`src/rtl/fir_output_serializer_if.sv`:
```
// ============================================================================
// Module   : fir_output_serializer_if
// Purpose  : Parallel-in / serial-out handshake bundle of the FIR output serializer.
// Revision : 1.0  initial release
// ============================================================================
`default_nettype none

interface fir_output_serializer_if #(
    parameter int DATA_WIDTH = 24,
    parameter int FIFO_DEPTH = 4
);
    localparam int FILL_W = $clog2(FIFO_DEPTH + 1);

    logic [DATA_WIDTH-1:0] i_din;
    logic                  i_din_valid;
    logic                  o_ready;
    logic                  o_dout;
    logic                  o_dout_valid;
    logic                  i_ready;
    logic [FILL_W-1:0]     o_fill_level;
    logic                  o_overflow;

    // Serializer side
    modport master (
        input  i_din, i_din_valid, i_ready,
        output o_ready, o_dout, o_dout_valid, o_fill_level, o_overflow
    );

    // FIR producer / serial consumer side
    modport slave (
        output i_din, i_din_valid, i_ready,
        input  o_ready, o_dout, o_dout_valid, o_fill_level, o_overflow
    );
endinterface

`default_nettype wire

```
`src/rtl/fir_output_serializer.sv`:
```
// ============================================================================
// Module   : fir_output_serializer
// Purpose  : FIFO-buffered parallel-to-serial converter (LSB first) for FIR output words.
// Revision : 1.0  initial release
// ============================================================================
`default_nettype none

module fir_output_serializer #(
    parameter int DATA_WIDTH = 24,
    parameter int FIFO_DEPTH = 4
) (
    input  logic                    i_clk,
    input  logic                    i_rst,
    input  logic                    i_en,
    fir_output_serializer_if.master bus
);
    localparam int c_addr_w = $clog2(FIFO_DEPTH);
    localparam int c_fill_w = c_addr_w + 1;
    localparam int c_cnt_w  = $clog2(DATA_WIDTH);
    localparam logic [c_fill_w-1:0] c_full = c_fill_w'(FIFO_DEPTH);
    localparam logic [c_cnt_w-1:0]  c_last = c_cnt_w'(DATA_WIDTH - 1);

    typedef enum logic [0:0] {
        S_IDLE  = 1'b0,
        S_SHIFT = 1'b1
    } state_t;

    state_t                r_state;
    logic [DATA_WIDTH-1:0] r_mem [FIFO_DEPTH];
    logic [c_fill_w-1:0]   r_wr_ptr;
    logic [c_fill_w-1:0]   r_rd_ptr;
    logic [DATA_WIDTH-1:0] r_shreg;
    logic [c_cnt_w-1:0]    r_bit_cnt;
    logic                  r_overflow;

    logic [c_fill_w-1:0]   w_fill;
    logic                  w_full;
    logic                  w_empty;
    logic                  w_push;
    logic                  w_xfer;
    logic                  w_last;
    logic                  w_pop;
    logic [DATA_WIDTH-1:0] w_head;

    // Pointers carry one extra wrap bit so full and empty stay distinguishable.
    assign w_fill  = r_wr_ptr - r_rd_ptr;
    assign w_full  = (w_fill == c_full);
    assign w_empty = (w_fill == '0);
    assign w_push  = i_en && bus.i_din_valid && !w_full;
    assign w_xfer  = i_en && bus.i_ready && (r_state == S_SHIFT);
    assign w_last  = (r_bit_cnt == c_last);
    assign w_pop   = !w_empty && ((i_en && (r_state == S_IDLE)) || (w_xfer && w_last));
    assign w_head  = r_mem[r_rd_ptr[c_addr_w-1:0]];

    always_ff @(posedge i_clk) begin
        if (w_push) begin
            r_mem[r_wr_ptr[c_addr_w-1:0]] <= bus.i_din;
        end
    end

    always_ff @(posedge i_clk) begin
        if (i_rst) begin
            r_state    <= S_IDLE;
            r_wr_ptr   <= '0;
            r_rd_ptr   <= '0;
            r_shreg    <= '0;
            r_bit_cnt  <= '0;
            r_overflow <= 1'b0;
        end else begin
            if (w_push) begin
                r_wr_ptr <= r_wr_ptr + c_fill_w'(1);
            end
            // Fullness is judged before any same-cycle pop, so such a word is still dropped.
            if (i_en && bus.i_din_valid && w_full) begin
                r_overflow <= 1'b1;
            end
            if (w_pop) begin
                r_rd_ptr <= r_rd_ptr + c_fill_w'(1);
            end

            case (r_state)
                S_IDLE: begin
                    if (w_pop) begin
                        r_shreg   <= w_head;
                        r_bit_cnt <= '0;
                        r_state   <= S_SHIFT;
                    end
                end
                S_SHIFT: begin
                    if (w_xfer) begin
                        if (!w_last) begin
                            r_shreg   <= r_shreg >> 1;
                            r_bit_cnt <= r_bit_cnt + c_cnt_w'(1);
                        end else if (w_pop) begin
                            // Back-to-back words: reload without an idle gap.
                            r_shreg   <= w_head;
                            r_bit_cnt <= '0;
                        end else begin
                            r_state <= S_IDLE;
                        end
                    end
                end
                default: r_state <= S_IDLE;
            endcase
        end
    end

    assign bus.o_dout_valid = (r_state == S_SHIFT);
    assign bus.o_dout       = (r_state == S_SHIFT) && r_shreg[0];
    assign bus.o_ready      = !w_full;
    assign bus.o_fill_level = w_fill;
    assign bus.o_overflow   = r_overflow;

endmodule

`default_nettype wire

```
`src/flat_wrapper.sv`:
```
// flat-port wrapper written by rule: the top's interface ports become plain ports
module fir_output_serializer_flat 
#(
    parameter int DATA_WIDTH = 24,
    parameter int FIFO_DEPTH = 4
)
  (i_clk, i_rst, i_en, bus_i_din, bus_i_din_valid, bus_i_ready, bus_o_ready, bus_o_dout, bus_o_dout_valid, bus_o_fill_level, bus_o_overflow);
  fir_output_serializer_if #(.DATA_WIDTH(DATA_WIDTH), .FIFO_DEPTH(FIFO_DEPTH)) bus_i ();
  input  logic i_clk;
  input  logic i_rst;
  input  logic i_en;
  input wire logic [$bits(bus_i.i_din)-1:0] bus_i_din;
  input wire logic [$bits(bus_i.i_din_valid)-1:0] bus_i_din_valid;
  input wire logic [$bits(bus_i.i_ready)-1:0] bus_i_ready;
  output wire logic [$bits(bus_i.o_ready)-1:0] bus_o_ready;
  output wire logic [$bits(bus_i.o_dout)-1:0] bus_o_dout;
  output wire logic [$bits(bus_i.o_dout_valid)-1:0] bus_o_dout_valid;
  output wire logic [$bits(bus_i.o_fill_level)-1:0] bus_o_fill_level;
  output wire logic [$bits(bus_i.o_overflow)-1:0] bus_o_overflow;
  assign bus_i.i_din = bus_i_din;
  assign bus_i.i_din_valid = bus_i_din_valid;
  assign bus_i.i_ready = bus_i_ready;
  assign bus_o_ready = bus_i.o_ready;
  assign bus_o_dout = bus_i.o_dout;
  assign bus_o_dout_valid = bus_i.o_dout_valid;
  assign bus_o_fill_level = bus_i.o_fill_level;
  assign bus_o_overflow = bus_i.o_overflow;
  fir_output_serializer #(.DATA_WIDTH(DATA_WIDTH), .FIFO_DEPTH(FIFO_DEPTH)) u_core (.i_clk(i_clk), .i_rst(i_rst), .i_en(i_en), .bus(bus_i));
endmodule
```
`config.mk`:
```
export PLATFORM = sky130hd
export DESIGN_NAME = fir_output_serializer_flat
export DESIGN_NICKNAME = d
export VERILOG_FILES = /design/src/rtl/fir_output_serializer_if.sv /design/src/rtl/fir_output_serializer.sv /design/src/flat_wrapper.sv
export SDC_FILE = /design/constraint.sdc
export NUM_CORES = 1
export LEC_CHECK = 0
export CAP_MARGIN = 20
export CORE_MARGIN = 2
export CORE_UTILIZATION = 60
export CTS_CLUSTER_DIAMETER = 50
export DETAILED_ROUTE_END_ITERATION = 8
export GPL_TIMING_DRIVEN = 0
export PLACE_DENSITY = 0.82
export REMOVE_ABC_BUFFERS = 1
export SYNTH_ARGS = -nofsm -noshare
export SYNTH_HDL_FRONTEND = slang
export SYNTH_SLANG_ARGS = --single-unit
```
`constraint.sdc`:
```
create_clock -name i_clk -period 5.7 [get_ports i_clk]
set_input_delay 1.14 -clock i_clk [delete_from_list [all_inputs] [get_ports i_clk]]
set_output_delay 1.14 -clock i_clk [all_outputs]
set_load 0.01 [all_outputs]
```
==> impl_metrics.toml <==
[outcome]
run_status = "complete, no violations"

[grt]
grt_pass1_wl_um = 18500
maximum_number_of_pins_on_one_net_before_global_route_repair = 41
first_global_vias = 3514
grt.overflow.total = 0
global_route.usage.total = 0.250
grt_antenna_before_repair = 0

[logic_synthesis]
ys_dominant_reg_cell = "edfxtp_1"
syn-cell-area_mm2 = 0.00555
avgSynthCellArea_um2 = 14.7
synth_seq_area_share = 0.661
synth_edf_count = 96
netlist_instances = 377
post-synth-top-area-fraction = 0.520
synth_area_leaders = "edfxtp_1 (52%), dfxtp_1 (14%), mux4_2 (9.7%)"
netlist_cell_types = 41
synth_async_sr_flop_share = 0
synth.ff_latch_count = 135
synth_warnings = 0
yosysTopAreaCell = "edfxtp_1"

[floorplan]
die_ar_mm2 = 0.0100
floorplan_die_height_um = 100
start_util = 0.609
std_cell_rows = 35
area_of_the_core_mm2 = 0.00911
io-pin-count = 36
fp.dieW_um = 100

[worst_hold_path]
hold_path.startpoint = "u_core.r_wr_ptr[2]$_SDFFE_PP0P_"
worst_hold_path_type = "reg -> reg"
whs_path_depth = 2
worstHoldEndpoint = "u_core.r_wr_ptr[2]$_SDFFE_PP0P_"

[sta]
finClkSkew_ns = 0.00772
post-route-min-period_ns = 3.84
timing.final.setup_violations = 0
fin_crit_sh = 0.675
worst_pin_slew_ns = 1.04
relative_slew_slack = 0.308
setup_tns_ns = 0
rsz_0062_raised_after_global_routing = "false"
slew_violations = 0
fmaxAchievable_ghz = 0.260
timing.final.hold_violations = 0

[place]
post-dp-hpwl_um = 6490
gp_congestion = 0.779
place.port_buffers = 35
placement.cell_area_mm2 = 0.00609

[worst_setup_path]
rr_worst_depth = 7
required_ns = 4.56
cp-end-kind = "output port"
rr_endpoint = "u_core.r_mem[3][1]$_DFFE_PP_"
slack_of_the_worst_reg_to_reg_path_ns = 2.41
worstPathArrival_ns = 2.70
worstReg2RegStart = "u_core.r_wr_ptr[0]$_SDFFE_PP0P_"
critPathKind = "reg -> out"
startpoint_type = "flip-flop"
critical_path.max_fanout = 6

[drt]
firstDrtPassIters = 5
drcViolationCount = 0
dr_total_vias = 3446
ant_nets = 0
detailedRoute.firstIterationViolations = 250
routed_wire_length_um = 11500
detail_route.wl_per_cell_um = 21.2
vias_per_cell = 6.36

[cells_and_area]
antenna_diode_count = 0
fin_area_mm2 = 0.00674
nNetsFinal = 456
fill_cells = 532
syn2layout_area_growth_pct = 21.5
post_route_cells_drive_above_1_share = 0.172
fraction_of_the_core_area_covered_by_cells_at_the_end_of_the_flow = 0.740

[cts]
clock_latency_ns = 0.52
cts_num_sinks = 135
number_of_buffers_added_for_setup_after_cts = 0
ctsResizeCount = 0
cts-root-buf = "clkbuf_8"
h-tree-depth = 4
clockBufferDepth = 2
cts_hold_buffers = 0
clkSlewWorstSetupHoldPaths_ns = 0.06
cts_made_buffers = 17
tritoncts = "yes"

[power_and_ir_drop]
peakVddDrop_uv = 290
totalPowerFinal_mw = 3.29
power.leakage_nw = 2.30
power.density_mw_per_mm2 = 488

[job]
drv_cap = 0
-- stage by stage --
step                      setup slack, ns  hold WS (ns)  instances
after floorplan                      2.81         0.448        357
after global placement               1.89         0.469        503
after detailed placement             2.09         0.477        509
after CTS                            1.84         0.502        541
after global routing                 1.75         0.543        542
final                                1.86         0.501        542
-- cells in the final DEF, fill, tap and decap left out, drive strengths merged, types with 2 or more instances in the layout --
| cell | instances |
|---|---|
| edfxtp | 96 |
| dfxtp | 39 |
| clkdlybuf4s50 | 34 |
| a21oi | 33 |
| inv | 31 |
| nor2 | 30 |
| o21ai | 29 |
| mux4 | 24 |
| o311a | 21 |
| clkbuf | 20 |
| nand2 | 9 |
| ha | 8 |
| buf | 8 |
| nand3 | 7 |
| and2 | 5 |
| bufinv | 5 |
| clkinv | 5 |
| a211oi | 3 |
| o221a | 2 |
| a41oi | 2 |
| a311oi | 2 |
| nor3b | 2 |
-- sequential cells by signal, summed over array words and instances, names as in the netlist, named ones only --
register,count
u_core.r_mem,96
u_core.r_shreg,24
u_core.r_bit_cnt,5
u_core.r_rd_ptr,3
u_core.r_wr_ptr,3
u_core.bus.o_dout_valid,1
u_core.bus.o_overflow,1
-- worst max path at each step --
stage / cells after the start / start / endpoint / slack [ns]
finish: 6 / u_core.r_wr_ptr[0]$_SDFFE_PP0P_ / bus_o_ready / 1.86
global route: 6 / u_core.r_wr_ptr[0]$_SDFFE_PP0P_ / bus_o_ready / 1.75
CTS: 6 / u_core.r_wr_ptr[0]$_SDFFE_PP0P_ / bus_o_ready / 1.84
detailed placement: 5 / i_en / u_core.r_mem[3][9]$_DFFE_PP_ / 2.09
global placement: 4 / i_en / u_core.r_mem[3][10]$_DFFE_PP_ / 1.89
floorplan: 6 / u_core.r_wr_ptr[0]$_SDFFE_PP0P_ / u_core.r_mem[3][0]$_DFFE_PP_ / 2.81
-- routing by layer --
layer | routed length (µm) | GRT usage | part of all wire
met4 | 195 | 0.0980 | 0.017
met3 | 831 | 0.0627 | 0.072
met2 | 6010 | 0.423 | 0.52
met5 | 0 | 0 | 0
met1 | 4460 | 0.311 | 0.39
-- layout make-up --
| cell class | count | area [µm²] | area share |
|---|---|---|---|
| sequential | 135 | 3660 | 0.544 |
| tap | 111 | 139 | 0.0206 |
| clock inverter | 12 | 201 | 0.0299 |
| multi-input combinational | 192 | 1670 | 0.248 |
| clock buffer | 20 | 435 | 0.0646 |
| inverter | 30 | 113 | 0.0167 |
| timing repair buffer | 42 | 513 | 0.0761 |
-- cells in the mapped netlist, drive strengths merged (2+ instances only) --
library cell / number
dfxtp: 39
o21ai: 29
inv: 30
o311a: 21
nor2: 30
nand3: 7
a311oi: 2
edfxtp: 96
a41oi: 2
a21oi: 33
and2: 5
nor3b: 2
mux4: 24
nand2: 9
a211oi: 3
clkbuf: 13
o221a: 2
ha: 8
buf: 7
-- where the power goes --
| group | switching [mW] | internal (mW) |
|---|---|---|
| Combinational | 0.493 | 0.389 |
| Sequential | 0.0773 | 1.16 |
| Clock | 0.405 | 0.767 |
| Total | 0.975 | 2.31 |
-- worst max-delay path, stage by stage (launching register included) --
cell,delay [ns]
dfxtp_1,0.39
inv_1,0.10
ha_1,0.21
fa_1,0.48
xor3_2,0.33
nand3_1,0.14
clkdlybuf4s50_1,0.54
-- kinds of logic (layout without fill, tap and decap cells) --
family,Yosys count,count (layout),share of synthesized area
flops,135,135,0.661
xor+xnor,3,3,0.00767
buf+inv,50,104,0.0386
mux,26,26,0.101
compound gates,97,97,0.119
fa+ha+maj,9,9,0.0217
simple gates,57,57,0.0510
(Power assumes the default switching activity.)
